[src/rtl/gray_decoder_rx_pkg.sv]
// gray_pkg: shared FSM state type, error-counter width and Gray-to-binary helper.
package gray_pkg;
  typedef enum logic [1:0] {FILL, TRACK, FAULT} gray_rx_state_t;
  localparam int ERR_CNT_W = 8;
  // Pass the code zero-extended; unused upper bits decode to zero.
  function automatic logic [31:0] gray2bin(input logic [31:0] g);
    logic [31:0] b;
    b[31] = g[31];
    for (int i = 30; i >= 0; i--) b[i] = b[i+1] ^ g[i];
    return b;
  endfunction
endpackage

[src/rtl/gray_decoder_rx_if.sv]
// gray_decoder_rx_if: Gray link receive-side bundle; err_cnt present only with GRAY_DEC_ERR_CNT_EN.
interface gray_decoder_rx_if #(parameter int WIDTH = 4);
  import gray_pkg::*;
  logic [WIDTH-1:0] gray_in;
  logic             clr_err;
  logic [WIDTH-1:0] bin_out;
  logic             bin_valid;
  logic             dir;
  logic             locked;
  logic             step_err;
`ifdef GRAY_DEC_ERR_CNT_EN
  logic [ERR_CNT_W-1:0] err_cnt;
  modport master(output gray_in, clr_err, input bin_out, bin_valid, dir, locked, step_err, err_cnt);
  modport slave(input gray_in, clr_err, output bin_out, bin_valid, dir, locked, step_err, err_cnt);
`else
  modport master(output gray_in, clr_err, input bin_out, bin_valid, dir, locked, step_err);
  modport slave(input gray_in, clr_err, output bin_out, bin_valid, dir, locked, step_err);
`endif
endinterface

[src/rtl/gray_decoder_rx_sync.sv]
// gray_sync: SYNC_STAGES-deep plain flop chain bringing the Gray code into the receive clock domain.
module gray_sync #(
  parameter int WIDTH       = 4,
  parameter int SYNC_STAGES = 2
) (
  input  logic             clock,
  input  logic             reset,
  input  logic [WIDTH-1:0] i_d,
  output logic [WIDTH-1:0] o_q
);
  logic [SYNC_STAGES-1:0][WIDTH-1:0] r_chain;
  always_ff @(posedge clock or negedge reset)
    if (!reset) r_chain <= '0;
    else        r_chain <= {r_chain[SYNC_STAGES-2:0], i_d};
  assign o_q = r_chain[SYNC_STAGES-1];
endmodule

[src/rtl/gray_decoder_rx.sv]
// gray_decoder_rx: resynchronises and decodes a Gray counter, reports +/-1 steps and flags illegal jumps.
// Optional saturating illegal-step counter enabled by defining GRAY_DEC_ERR_CNT_EN.
module gray_decoder_rx
  import gray_pkg::*;
#(
  parameter int WIDTH       = 4,
  parameter int SYNC_STAGES = 2
) (
  input logic               clock,
  input logic               reset,
  gray_decoder_rx_if.slave  bus
);
  localparam int FW = $clog2(SYNC_STAGES + 1);
  logic [WIDTH-1:0] w_gs, w_bin, w_d, r_bin;
  logic             w_up, w_dn, w_bad;
  logic             r_valid, r_dir, r_locked, r_err;
  logic [FW-1:0]    r_fill;
  gray_rx_state_t   r_state;
  gray_sync #(.WIDTH(WIDTH), .SYNC_STAGES(SYNC_STAGES)) u_sync (
    .clock (clock),
    .reset (reset),
    .i_d   (bus.gray_in),
    .o_q   (w_gs)
  );
  assign w_bin = WIDTH'(gray2bin(32'(w_gs)));
  assign w_d   = w_bin - r_bin;
  assign w_up  = w_d == WIDTH'(1);
  assign w_dn  = w_d == '1;
  assign w_bad = !(w_d == '0 || w_up || w_dn);
  // FILL waits until the synchroniser holds a sampled value before the first load.
  always_ff @(posedge clock or negedge reset)
    if (!reset) begin
      r_state  <= FILL;
      r_fill   <= '0;
      r_bin    <= '0;
      r_valid  <= 1'b0;
      r_dir    <= 1'b0;
      r_locked <= 1'b0;
      r_err    <= 1'b0;
    end else begin
      r_valid <= 1'b0;
      case (r_state)
        FILL:
          if (r_fill == FW'(SYNC_STAGES)) begin
            r_bin    <= w_bin;
            r_state  <= TRACK;
            r_locked <= 1'b1;
          end else r_fill <= r_fill + 1'b1;
        TRACK:
          if (w_bad) begin
            r_bin    <= w_bin;
            r_err    <= 1'b1;
            r_state  <= FAULT;
            r_locked <= 1'b0;
          end else if (w_up || w_dn) begin
            r_bin   <= w_bin;
            r_valid <= 1'b1;
            r_dir   <= w_up;
          end
        FAULT: begin
          r_bin <= w_bin;
          if (bus.clr_err && !w_bad) begin
            r_err    <= 1'b0;
            r_state  <= TRACK;
            r_locked <= 1'b1;
          end
        end
        default: r_state <= FILL;
      endcase
    end
  assign bus.bin_out   = r_bin;
  assign bus.bin_valid = r_valid;
  assign bus.dir       = r_dir;
  assign bus.locked    = r_locked;
  assign bus.step_err  = r_err;
`ifdef GRAY_DEC_ERR_CNT_EN
  logic [ERR_CNT_W-1:0] r_err_cnt;
  always_ff @(posedge clock or negedge reset)
    if (!reset) r_err_cnt <= '0;
    else if (r_state != FILL && w_bad && r_err_cnt != '1) r_err_cnt <= r_err_cnt + 1'b1;
  assign bus.err_cnt = r_err_cnt;
`endif
endmodule
[src/flat_wrapper.sv]
// flat-port wrapper written by rule: the top's interface ports become plain ports
module gray_decoder_rx_flat import gray_pkg::*;
#(
  parameter int WIDTH       = 4,
  parameter int SYNC_STAGES = 2
)
  (clock, reset, bus_gray_in, bus_clr_err, bus_bin_out, bus_bin_valid, bus_dir, bus_locked, bus_step_err);
  gray_decoder_rx_if #(.WIDTH(WIDTH)) bus_i ();
  input logic clock;
  input logic reset;
  input wire logic [$bits(bus_i.gray_in)-1:0] bus_gray_in;
  input wire logic [$bits(bus_i.clr_err)-1:0] bus_clr_err;
  output wire logic [$bits(bus_i.bin_out)-1:0] bus_bin_out;
  output wire logic [$bits(bus_i.bin_valid)-1:0] bus_bin_valid;
  output wire logic [$bits(bus_i.dir)-1:0] bus_dir;
  output wire logic [$bits(bus_i.locked)-1:0] bus_locked;
  output wire logic [$bits(bus_i.step_err)-1:0] bus_step_err;
  assign bus_i.gray_in = bus_gray_in;
  assign bus_i.clr_err = bus_clr_err;
  assign bus_bin_out = bus_i.bin_out;
  assign bus_bin_valid = bus_i.bin_valid;
  assign bus_dir = bus_i.dir;
  assign bus_locked = bus_i.locked;
  assign bus_step_err = bus_i.step_err;
  gray_decoder_rx #(.WIDTH(WIDTH), .SYNC_STAGES(SYNC_STAGES)) u_core (.clock(clock), .reset(reset), .bus(bus_i));
endmodule
[config.mk]
export PLATFORM = sky130hd
export DESIGN_NAME = gray_decoder_rx_flat
export DESIGN_NICKNAME = d
export VERILOG_FILES = /design/src/rtl/gray_decoder_rx_pkg.sv /design/src/rtl/gray_decoder_rx_if.sv /design/src/rtl/gray_decoder_rx_sync.sv /design/src/rtl/gray_decoder_rx.sv /design/src/flat_wrapper.sv
export SDC_FILE = /design/constraint.sdc
export NUM_CORES = 1
export LEC_CHECK = 0
export BUFFER_PORTS_ARGS = -buffer_cell sky130_fd_sc_hd__buf_2
export CAP_MARGIN = 5
export CORE_AREA = 5 5 56 58
export CTS_BUF_LIST = sky130_fd_sc_hd__clkbuf_8
export DETAILED_ROUTE_END_ITERATION = 10
export DIE_AREA = 0 0 61 63
export PLACE_DENSITY = 0.58
export SETUP_SLACK_MARGIN = 0.15
export SLEW_MARGIN = 20
export SYNTH_ARGS = -nofsm -noshare
export SYNTH_HDL_FRONTEND = slang
export SYNTH_HIERARCHICAL = 1
export SYNTH_SLANG_ARGS = --single-unit
[constraint.sdc]
create_clock -name clock -period 3.6 [get_ports clock]
set_clock_uncertainty 0.1 [all_clocks]
set_input_delay 0.54 -clock clock [delete_from_list [all_inputs] [get_ports clock]]
set_output_delay 0.54 -clock clock [all_outputs]
set_load 0.01 [all_outputs]
==> run_summary.xml <==
<?xml version="1.0" encoding="UTF-8"?>
<metrics>
  <group name="cts">
    <metric name="clock_latency" unit="ps">250</metric>
    <metric name="tritoncts_clock_tree" unit="">done</metric>
    <metric name="cts_root_buffer" unit="">sky130_fd_sc_hd__clkbuf_8</metric>
    <metric name="clock_tree.buffer_depth" unit="">2</metric>
    <metric name="clock_slew_seen_by_the_registers_of_the_worst_setup_and_hold_paths" unit="ps">80</metric>
    <metric name="ctsHtreeMaxLevel" unit="">1</metric>
    <metric name="cts.sinks" unit="">20</metric>
    <metric name="numCtsBuffers" unit="">3</metric>
  </group>
  <group name="synth">
    <metric name="postSynthAreaPerCell" unit="um^2">11.1</metric>
    <metric name="post_synth_fa_ha_maj_area_fraction" unit="%">7.11</metric>
    <metric name="yosys.area_share.xor_xnor" unit="%">5.33</metric>
    <metric name="synth_top_family_by_area" unit="">compound AO/OA/AOI/OAI gates</metric>
    <metric name="synth_edf_count" unit="">0</metric>
    <metric name="synth-simple-area-share" unit="%">11.5</metric>
    <metric name="flip_flop_and_latch_count_after_synthesis" unit="">20</metric>
    <metric name="ys_async_sr_fraction" unit="%">100</metric>
    <metric name="synthCells" unit="">89</metric>
    <metric name="synth.area.top_cells" unit="">sky130_fd_sc_hd__dfrtp_1 51%, sky130_fd_sc_hd__ha_1 5.1%, sky130_fd_sc_hd__a21oi_1 3.0%, sky130_fd_sc_hd__buf_4 3.0%, sky130_fd_sc_hd__inv_1 3.0%</metric>
    <metric name="post_synth_num_cell_types" unit="">30</metric>
    <metric name="syn-cell-area" unit="um^2">986</metric>
    <metric name="synth_area_leader_cell" unit="">sky130_fd_sc_hd__dfrtp_1</metric>
    <metric name="synth_seq_area_share" unit="%">50.8</metric>
    <metric name="synth_nets" unit="">101</metric>
    <metric name="yosys_synthesis_warning_count" unit="">6</metric>
    <metric name="fraction_of_the_mapped_netlist_area_in_compound_gates" unit="%">12.2</metric>
    <metric name="muxShareOfSynthArea" unit="%">5.08</metric>
    <metric name="synth_top_flop_cell" unit="">sky130_fd_sc_hd__dfrtp_1</metric>
    <metric name="top_cell_type_s_share_of_synthesized_area" unit="%">50.8</metric>
  </group>
  <group name="cells_and_area">
    <metric name="layout.nets" unit="">114</metric>
    <metric name="drive_above_1_share" unit="%">24.8</metric>
    <metric name="synthToLayoutAreaGrowth" unit="%">15.6</metric>
    <metric name="multi_input_area" unit="um^2">422</metric>
    <metric name="regArea" unit="um^2">500</metric>
    <metric name="final.fill_count" unit="">261</metric>
    <metric name="most_frequent_standard_cell_in_the_layout_excluding_fill_and_tap_cells" unit="">sky130_fd_sc_hd__dfrtp_1</metric>
    <metric name="most-common-layout-cells" unit="">20 x sky130_fd_sc_hd__dfrtp_1, 14 x sky130_fd_sc_hd__buf_2, 8 x sky130_fd_sc_hd__inv_1</metric>
    <metric name="num_antenna_cells" unit="">0</metric>
  </group>
  <group name="setup_path">
    <metric name="cp.required" unit="ps">3640</metric>
    <metric name="cpMostUsedCell" unit="">sky130_fd_sc_hd__xor2_2</metric>
    <metric name="critical_path_arrival" unit="ps">3330</metric>
    <metric name="crit_path_end_kind" unit="">register</metric>
    <metric name="cp_slowest_stage_delay" unit="ps">450</metric>
    <metric name="path_class" unit="">reg2reg</metric>
    <metric name="r2r_cells" unit="">10</metric>
    <metric name="critical_path_cell_by_cell" unit="">xor2_2, xor2_1, xnor2_1, ha_1, fa_1, xor2_2, nand2_1, or3_1, o211ai_4, mux2_4</metric>
    <metric name="slowest_cell_on_the_critical_path" unit="">sky130_fd_sc_hd__or3_1</metric>
    <metric name="setup.worst_path.start_class" unit="">register</metric>
    <metric name="worstPathMaxFanout" unit="">7</metric>
  </group>
  <group name="timing">
    <metric name="fin_worst_hold_slack" unit="ps">116</metric>
    <metric name="setup_viol_count_final" unit="">0</metric>
    <metric name="max_slew.worst_pin.slew" unit="ps">435</metric>
    <metric name="timing.final.crit_share" unit="%">91.2</metric>
    <metric name="finalCriticalPeriod" unit="ps">3280</metric>
    <metric name="rsz_0062_raised_after_global_routing" unit="">false</metric>
    <metric name="timing_hold_violations_final" unit="">0</metric>
    <metric name="setup_total_negative_slack" unit="ps">0</metric>
    <metric name="timing.slew.headroom" unit="%">71.0</metric>
    <metric name="timing.fmax" unit="MHz">305</metric>
    <metric name="report.final.slew_viol_count" unit="">0</metric>
  </group>
  <group name="route">
    <metric name="detail_route.vias_per_cell" unit="">4.79</metric>
    <metric name="iteration_0_drc_markers" unit="">7</metric>
    <metric name="firstDrtPassIters" unit="">4</metric>
    <metric name="finalWirelength" unit="mm">1.53</metric>
    <metric name="wl_per_cell" unit="um">11.6</metric>
    <metric name="vias" unit="">632</metric>
    <metric name="remaining_drc_errors" unit="">0</metric>
    <metric name="ant_nets" unit="">0</metric>
  </group>
  <group name="floorplan">
    <metric name="die-area" unit="um^2">3840</metric>
    <metric name="ioPinCount" unit="">15</metric>
    <metric name="dieHeight" unit="um">63</metric>
    <metric name="die_w" unit="um">61</metric>
    <metric name="start_util" unit="%">37.7</metric>
    <metric name="placement_rows" unit="">19</metric>
    <metric name="core_area" unit="um^2">2620</metric>
  </group>
  <group name="global_routing">
    <metric name="grt_util_all_layers" unit="%">9.81</metric>
    <metric name="first_global_vias" unit="">675</metric>
    <metric name="grt_start_max_net_pins" unit="">21</metric>
    <metric name="wire_length_of_the_first_global_routing_pass" unit="mm">2.88</metric>
    <metric name="grt-ovfl-total" unit="">0</metric>
    <metric name="antenna_found_initial" unit="">0</metric>
  </group>
  <group name="outcome">
    <metric name="run_status" unit="">completed</metric>
  </group>
  <group name="power_and_ir_drop">
    <metric name="power_density" unit="nW/um^2">958</metric>
    <metric name="peakVddDrop" unit="mV">0.566</metric>
    <metric name="p_leak" unit="nW">0.565</metric>
  </group>
  <group name="flow_run">
    <metric name="max-cap-violations" unit="">0</metric>
  </group>
  <group name="placement">
    <metric name="routabilityCongestion" unit="">0.822</metric>
    <metric name="numPortBuffers" unit="">14</metric>
    <metric name="place.detailed.hpwl" unit="mm">1.17</metric>
  </group>
  <group name="worst_hold_path">
    <metric name="holdCritPathClass" unit="">in2async</metric>
  </group>
</metrics>
-- power by group --
group	internal, mW	leakage, nW	switching, mW
Combinational	0.238	0.294	0.276
Clock	0.148	0.0357	0.0725
Sequential	0.294	0.235	0.0624
Total	0.680	0.565	0.411
-- per-stage QoR --
stage / cell area [um^2] / setup WS (ps) / std cells / total power [mW] / util [%]
floorplan: 986 / 401 / 89 / 0.769 / -
global placement: 1050 / 244 / 127 / 0.852 / 40.0
detailed placement: 1050 / 171 / 127 / 0.867 / 40.0
CTS: 1120 / 169 / 131 / 1.09 / 42.7
global route: 1140 / 167 / 132 / 1.19 / 43.6
finish: 1140 / 317 / 132 / 1.09 / 43.6
-- kinds of logic (layout without fill, tap and decap cells) --
kind of cell / after synthesis / in the layout
compound gates: 17 / 17
xor+xnor: 6 / 6
mux: 4 / 4
fa+ha+maj: 5 / 5
simple gates: 22 / 22
buf+inv: 15 / 27
flops: 20 / 20
-- cell usage after synthesis, drive strengths merged (3+ instances only) --
library cell	number
xnor2	3
inv	8
or3	3
a21oi	6
xor2	3
buf	5
nand2	7
nor2	4
ha	4
dfrtp	20
-- worst paths after layout --
path / slack (ps) / end / from
hold / removal: 120 / u_core/bus.bin_out[2] / reset
hold reg to reg: 250 / u_core/u_sync/o_q[0] / u_core/u_sync/r_chain[0]
max in group asynchronous: 2980 / u_core/bus.bin_out[0] / reset
setup / recovery: 320 / u_core/bus.bin_out[2] / u_core/u_sync/o_q[3]
setup reg to reg: 320 / u_core/bus.bin_out[2] / u_core/u_sync/o_q[3]
min in group clock: 250 / u_core/u_sync/o_q[0] / u_core/u_sync/r_chain[0]
-- flip-flops by register name, indices dropped and copies added (netlist names), 2 cells and up --
register               cells
u_core/bus.bin_out         4
u_core/u_sync/r_chain      4
u_core/u_sync/o_q          4
u_core/r_fill              2
u_core/r_state             2
-- cell type report --
class | count | area share (%)
timing repair buffer | 15 | 6.81
multi-input combinational | 54 | 37.0
sequential | 20 | 43.9
clock buffer | 3 | 3.62
inverter | 8 | 2.63
clock inverter | 1 | 2.63
tap | 31 | 3.40
-- layer usage --
layer  up-vias  track usage [%]  part of all wire [%]
li1        318                -                     -
met1       304             12.7                    45
met2         8             15.2                    50
met3         2             1.86                   3.9
met4         0             4.88                   1.1
met5         -                0                     0
-- critical path, delay by kind of cell (launching register included) --
kind	cells	cell delay, ps
muxes	1	320
adders and majority gates	2	620
xor gates and xnor gates	4	870
AOI/OAI and AO/OA	1	310
DFF	1	420
and+or+nand+nor	2	520
-- what timing repair did --
| action | CTS | global route |
|---|---|---|
| resized for setup | 0 | 2 |
| hold buffers | 0 | 0 |
| buffers inserted | 0 | 1 |
| setup endpoints to repair | 0 | 5 |
Note: power is estimated with default switching activity, not from simulation.
